**config.mk**
```make
export PLATFORM = sky130hd
export DESIGN_NAME = series_result_collector
export DESIGN_NICKNAME = d
export VERILOG_FILES = /design/src/rtl/series_pkg.sv /design/src/rtl/series_fifo.sv /design/src/rtl/series_result_collector.sv
export SDC_FILE = /design/constraint.sdc
export NUM_CORES = 1
export LEC_CHECK = 0
export BUFFER_PORTS_ARGS = -buffer_cell sky130_fd_sc_hd__buf_2
export CAP_MARGIN = 20
export CORE_MARGIN = 3
export CORE_UTILIZATION = 50
export DETAILED_ROUTE_END_ITERATION = 12
export HOLD_SLACK_MARGIN = 0.03
export PLACE_DENSITY = 0.7
export SYNTH_ARGS = -nofsm -noshare
export SYNTH_HDL_FRONTEND = slang
export SYNTH_HIERARCHICAL = 1
export SYNTH_SLANG_ARGS = --single-unit
```
**constraint.sdc**
```tcl
create_clock -name clk -period 4.7 [get_ports clk]
set_clock_uncertainty 0.05 [all_clocks]
set_input_delay 0.235 -clock clk [delete_from_list [all_inputs] [get_ports clk]]
set_output_delay 0.235 -clock clk [all_outputs]
set_load 0.1 [all_outputs]
```
**src/rtl/series_pkg.sv**
```systemverilog
// Shared types and Q1.31 constants for the series-evaluation result collector.
// Latency: n/a (package only).
// Backpressure: n/a (package only).
package series_pkg;

  localparam int DATA_W = 32;
  localparam int IDX_W  = 3;

  localparam logic [DATA_W-1:0] QMAX = 32'h7FFF_FFFF;
  localparam logic [DATA_W-1:0] QMIN = 32'h8000_0000;

  // One FIFO entry, 65 bits: {overflow, x, sum}
  typedef struct packed {
    logic              overflow;
    logic [DATA_W-1:0] x;
    logic [DATA_W-1:0] sum;
  } entry_t;

  // A wrapped sum with the sign bit set means the true value overflowed upward.
  function automatic logic [DATA_W-1:0] sat_sum(input logic [DATA_W-1:0] s);
    return s[DATA_W-1] ? QMAX : QMIN;
  endfunction

endpackage

```
**src/rtl/series_fifo.sv**
```systemverilog
// Synchronous FIFO: storage, wrapping pointers, occupancy count, full/empty.
// Latency: a word written at edge k is readable on rd_dat_o after edge k; no bypass.
// Backpressure: full_o depends only on the stored count; caller must not push when full.
//
// Ports:
//   clk, rst_n  clock / asynchronous active-low reset
//   push_i      write wr_dat_i this edge
//   pop_i       advance read pointer this edge
//   wr_dat_i    write data (W bits)
//   rd_dat_o    word at the read pointer (undefined contents when empty)
//   full_o      count == DEPTH
//   empty_o     count == 0
module series_fifo #(
  parameter int DEPTH = 4,
  parameter int W     = 65
) (
  input  logic         clk,
  input  logic         rst_n,
  input  logic         push_i,
  input  logic         pop_i,
  input  logic [W-1:0] wr_dat_i,
  output logic [W-1:0] rd_dat_o,
  output logic         full_o,
  output logic         empty_o
);

  localparam int AW = $clog2(DEPTH);
  localparam int CW = AW + 1;

  logic [W-1:0]  mem_q [DEPTH];
  logic [AW-1:0] wr_ptr_q, rd_ptr_q;
  logic [CW-1:0] count_q;

  always_ff @(posedge clk or negedge rst_n) begin
    if (!rst_n) begin
      wr_ptr_q <= '0;
      rd_ptr_q <= '0;
      count_q  <= '0;
    end else begin
      if (push_i) wr_ptr_q <= wr_ptr_q + AW'(1);
      if (pop_i)  rd_ptr_q <= rd_ptr_q + AW'(1);
      // Simultaneous push and pop leaves occupancy unchanged.
      if (push_i && !pop_i)      count_q <= count_q + CW'(1);
      else if (pop_i && !push_i) count_q <= count_q - CW'(1);
    end
  end

  // Storage needs no reset: contents are only observed while count is non-zero.
  always_ff @(posedge clk) begin
    if (push_i) mem_q[wr_ptr_q] <= wr_dat_i;
  end

  assign rd_dat_o = mem_q[rd_ptr_q];
  assign full_o   = (count_q == CW'(DEPTH));
  assign empty_o  = (count_q == '0);

endmodule

```
**src/rtl/series_result_collector.sv**
```systemverilog
// Sink of the Q1.31 series pipeline: index check, optional saturation, stats, output FIFO.
// Latency: 1 cycle from accepted input to out_valid; no bypass when empty.
// Backpressure: in_ready = FIFO not full, registered state only (no path from out_ready).
//
// Optional feature macro: SATURATE_EN (saturate overflowed sums before storing).
//
// Ports:
//   clk, rst_n                          clock / asynchronous active-low reset
//   in_valid/in_ready                   input handshake
//   in_sum, in_x, in_overflow, in_i     result from the last slice stage
//   out_valid/out_ready                 output handshake (FIFO head)
//   out_sum, out_x, out_overflow        head entry, zero when empty
//   err_sticky                          an accepted entry carried in_i != EXP_I
//   ovf_count                           accepted overflowed entries, saturating
//   clr                                 synchronous clear of err_sticky and ovf_count
module series_result_collector
  import series_pkg::*;
#(
  parameter int               DEPTH = 4,
  parameter logic [IDX_W-1:0] EXP_I = 3'b000,
  parameter int               CNT_W = 8
) (
  input  logic              clk,
  input  logic              rst_n,
  input  logic              in_valid,
  output logic              in_ready,
  input  logic [DATA_W-1:0] in_sum,
  input  logic [DATA_W-1:0] in_x,
  input  logic              in_overflow,
  input  logic [IDX_W-1:0]  in_i,
  output logic              out_valid,
  input  logic              out_ready,
  output logic [DATA_W-1:0] out_sum,
  output logic [DATA_W-1:0] out_x,
  output logic              out_overflow,
  output logic              err_sticky,
  output logic [CNT_W-1:0]  ovf_count,
  input  logic              clr
);

  logic   push, pop, full, empty;
  entry_t wr_entry, head;

  logic             err_q, err_d;
  logic [CNT_W-1:0] ovf_q, ovf_d;

  assign in_ready  = !full;
  assign out_valid = !empty;
  assign push      = in_valid & in_ready;
  assign pop       = out_valid & out_ready;

  always_comb begin
    wr_entry.overflow = in_overflow;
    wr_entry.x        = in_x;
`ifdef SATURATE_EN
    wr_entry.sum      = in_overflow ? sat_sum(in_sum) : in_sum;
`else
    wr_entry.sum      = in_sum;
`endif
  end

  series_fifo #(
    .DEPTH (DEPTH),
    .W     ($bits(entry_t))
  ) u_fifo (
    .clk      (clk),
    .rst_n    (rst_n),
    .push_i   (push),
    .pop_i    (pop),
    .wr_dat_i (wr_entry),
    .rd_dat_o (head),
    .full_o   (full),
    .empty_o  (empty)
  );

  // Stats: clr takes priority over a flagging push in the same cycle.
  always_comb begin
    err_d = err_q;
    ovf_d = ovf_q;
    if (clr) begin
      err_d = 1'b0;
      ovf_d = '0;
    end else if (push) begin
      if (in_i != EXP_I)                 err_d = 1'b1;
      if (in_overflow && (ovf_q != '1))  ovf_d = ovf_q + CNT_W'(1);
    end
  end

  always_ff @(posedge clk or negedge rst_n) begin
    if (!rst_n) begin
      err_q <= 1'b0;
      ovf_q <= '0;
    end else begin
      err_q <= err_d;
      ovf_q <= ovf_d;
    end
  end

  assign err_sticky = err_q;
  assign ovf_count  = ovf_q;

  // Stale storage is hidden while the FIFO is empty.
  assign out_sum      = out_valid ? head.sum      : '0;
  assign out_x        = out_valid ? head.x        : '0;
  assign out_overflow = out_valid ? head.overflow : 1'b0;

endmodule

```
======== After elaboration in Yosys (flattened, before gate mapping) ========
Memories as Yosys holds them, arrays and structs flattened.
Index checks and enable logic that the tools add are counted.
Widths: inputs -> output; s select.
word-level totals
  memories ................................ 1
  RAM bits ................................ 260
  register bits after elaboration ......... 16
  input port bits ......................... 73
  output and inout bits ................... 76
operators by class
  reduce and logical (&&, ||, !) cells .... 15
  add/subtract/negate cells ............... 5
  eq/ne operators ......................... 2
  bitwise logic cells ..................... 2
  multiplexer cells ....................... 13
memories
  memory        depth  bits a word  rd ports  clocked after Yosys merged registers in  write ports  line               text
  u_fifo.mem_q  4      65           1         0                                        1            series_fifo.sv:30  logic [W-1:0] mem_q [DEPTH];
operator list
  operator             count
  $mux 32              2
  $mux 8               3
  $add 8x1->8 const B  1
  $ne 8x8->1 const B   1
  $reduce_bool 2->1    4
  $mux 1               6
  $mux 3               2
  $add 2x1->2 const B  2
  $logic_not 1->1      4
  $reduce_and 2->1     2
  $add 3x1->3 const B  1
  $eq 3x3->1 const B   1
  $logic_and 1x1->1    3
  $logic_not 3->1      1
  $reduce_bool 3->1    1
  $sub 3x1->3 const B  1
  $and 1x1->1          2

======== Depth between registers and ports, before layout ========
  depth in word-level cells ............... 7
  depth in mapped cells ................... 10

======== By module ========
The synthesis kept the hierarchy.
modules (own cells, without submodules)
  module                   times used  area an instance (um2)  cells each  seq. area each (um2)
  series_fifo              1           9808.2                  374         7982.7
  series_result_collector  1           1051.0                  130         225.2

======== Worst setup path before layout ========
OpenSTA, ideal clock, no wires.
  path kind ............................... register to register
  start ................................... register u_fifo.count_q[2]
  end ..................................... memory u_fifo.mem_q[1][0], enable pin
  setup slack ............................. 1724 ps
  clock period less this slack ............ 2976 ps
  stages on the path, launching flop included .. 4
  data arrival time ....................... 2497 ps
  cells stage by stage .................... dfrtp_1 -> nor3b_1 -> nor2b_1 -> and2_1
between the ends
  cells in the longest elaborated chain, start to end .. 5
RTL lines
  element                       line                           text
  start: declaration            series_fifo.sv:32              logic [CW-1:0] count_q;
  start signal: assignment      series_fifo.sv:43              if (push_i && !pop_i) count_q <= count_q + CW'(1);
  start signal: assignment      series_fifo.sv:44              else if (pop_i && !push_i) count_q <= count_q - CW'(1);
  $eq 3x3->1                    series_fifo.sv:54              assign full_o = (count_q == CW'(DEPTH));
  named net full                series_result_collector.sv:41  logic push, pop, full, empty;
  $logic_not 1->1               series_result_collector.sv:47  assign in_ready = !full;
  $and 1x1->1                   series_result_collector.sv:49  assign push = in_valid & in_ready;
  named net push                series_result_collector.sv:41
  $mux 1                        series_fifo.sv:50              if (push_i) mem_q[wr_ptr_q] <= wr_dat_i;
  $mux 1 (implied by the code)  series_fifo.sv:50
  end: declaration              series_fifo.sv:30
The timed path passes the listed nets, and every way through them passes these cells.

==> reports/metrics.yaml <==
status:
  status: "finished, final reports clean"
sta:
  drv_slew: 0
  rsz0062_at_grt: "false"
  fin_crit_ps: 3310
  relSlewSlack: 0.314
  fin_crit_sh: 0.703
  setup_viol: 0
  hold_violations: 0
  timing.fmax_mhz: 303
  tns_ps: 0
  worst_slew_pin_slew_ps: 1030
die:
  ioPinCount: 149
  die-area_sq_mm: 0.0235
  die_h_um: 153
  dieWidth_um: 153
  core-area_sq_mm: 0.0212
  rows: 53
  start_util: 0.513
cts:
  tritoncts: "built"
  htreeDepth: 1
  clkLatencyLatePin_ps: 510
  cts-root-buf: "clkbuf_16"
  numCtsBuffers: 27
  cts_max_path_buffers: 3
  cts_sinks: 276
  clk_pin_slew_worst_paths_ps: 60
synth:
  ys_seq_area_frac: 0.756
  avgSynthCellArea_sq_um: 21.5
  netlist.area_leader.share: 0.719
  netlist_instances: 504
  synth_edf_count: 260
  yosysWarnings: 6
  yosys_most_used_dff: "edfxtp_1"
  netlist_top_cells_area: "edfxtp_1 72%, mux4_2 13%, dfrtp_1 3.7%"
  syn-cell-area_sq_mm: 0.0109
  async_flop_share: 0.0580
  ys_seq_elements: 276
  yosys.area.top_type: "edfxtp_1"
  synth_nets: 584
  synth_cell_type_count: 42
worst_setup_path:
  r2r_slack_ps: 1890
  crit_path_start: "u_fifo/rd_ptr_q[0]"
  cp.required_ps: 4410
  start_kind: "register"
  cp_max_fo: 46
  timing.rr.start: "u_fifo/count_q[0]"
  crit_path_end_kind: "primary output"
  cp.arrival_ps: 3020
  critical_path_class: "register to primary output"
finish:
  layout_common_cells: "260 x edfxtp_1, 148 x buf_2, 70 x dlygate4sd3_1"
  diodes: 0
  final_common_cell: "edfxtp_1"
  fin_util: 0.635
  layout.cells.non_filler: 1024
  syn2layout_area_growth_pct: 23.6
  num-nets-final: 812
  drive_gt1_frac: 0.364
placed_design:
  portBuffers: 148
  place_inst: 908
  dp_hpwl_um: 11300
  routabilityCongestion: 0.753
global_routing:
  grt_usage: 0.173
  grt_pass1_wl_um: 32600
  grt-ovfl-total: 0
  grt_max_degree: 68
  grt_pass1_vias: 6033
  antenna_found_initial: 0
route:
  dr.pass1.iters: 4
  drtAntennaViolNets: 0
  drc: 0
  wirelength_um: 20100
  wl_per_cell_um: 19.6
  avgViaCountPerCell: 5.36
  drt_iter0_drc: 307
  vias: 5487
hold_path:
  hp-class: "input port to asynchronous set/reset pin"
flow_run:
  cap_violations: 0
==> critical path, cell delays in order (launching register included) <==
cell and delay [ps]:
dfrtp_4 1030, buf_4 440, mux4_2 560, and2b_1 180
buf_2 290
==> timing repair <==
action,CTS,global route
hold buffers,70,0
hold endpoints to repair,282,0
setup buffers,0,0
gates resized for setup,0,0
endpoints found under the setup margin,0,0
==> worst paths after layout <==
check,endpoint,cells past startpoint
worst max-delay path,out_x[19],4
min in group clk,ovf_count[4],4
worst min-delay path,ovf_count[5],2
max in group asynchronous,u_fifo/rd_ptr_q[0],2
worst max register to register,u_fifo/count_q[2],10
worst min register to register,err_sticky,2
==> logic make-up (layout without fill, tap and decap cells) <==
kind of cell | count (synthesis) | count (layout) | share of synthesized area
buf+inv | 32 | 277 | 0.0200
fa+ha+maj | 7 | 7 | 0.00876
flops | 276 | 276 | 0.756
simple gates | 100 | 100 | 0.0600
mux | 70 | 70 | 0.141
compound gates | 13 | 13 | 0.00956
xor+xnor | 6 | 6 | 0.00484
==> registers in the layout (all words and copies together) (netlist names) <==
register and cells:
u_fifo/mem_q 260, ovf_count 8, u_fifo/count_q 3, u_fifo/rd_ptr_q 2, u_fifo/wr_ptr_q 2, err_sticky 1
==> stage by stage <==
| stage | setup WS [ps] | instance area (sq um) | hold WS (ps) |
|---|---|---|---|
| final | 1390 | 13400 | 132 |
| after global routing | 1140 | 13400 | 150 |
| after detailed placement | 1840 | 11800 | 130 |
| after global placement | 1870 | 11800 | 114 |
| after CTS | 1240 | 13400 | 116 |
| after floorplan | 1720 | 10900 | -111 |
==> metal layers <==
layer | part of all wire | GRT usage | vias up
met5 | 0 | 0 | -
met2 | 0.51 | 0.293 | 179
li1 | - | - | 2478
met1 | 0.41 | 0.234 | 2789
met4 | 0.026 | 0.0542 | 0
met3 | 0.054 | 0.0275 | 41
==> synth_stat cells, types with 2 or more instances <==
master / number
a211oi_2: 2
a21oi_1: 2
a311oi_1: 2
and2_1: 5
and2b_1: 25
and3_1: 2
and4_1: 2
buf_12: 4
buf_2: 5
buf_4: 3
buf_6: 2
clkbuf_1: 10
dfrtp_1: 16
edfxtp_1: 260
ha_1: 6
inv_1: 8
mux2_4: 3
mux4_2: 65
nand2_1: 2
nand2b_1: 2
nand3_1: 2
nor2_1: 5
nor2b_1: 47
nor3_1: 2
xnor2_1: 2
xor2_1: 4
==> final cells by class <==
class / count / area, sq um
inverters: 8 / 30.0
repair buffers: 223 / 1480
clock inverters: 14 / 201
clock buffers: 32 / 704
flip-flops and latches: 276 / 8220
multi-input cells: 196 / 2450
well taps: 275 / 344
fillers: 1467 / 7730
Power is left out: the tool's default activity adds up to more than one toggle a clock period on the data nets, which glitch-free logic cannot reach.
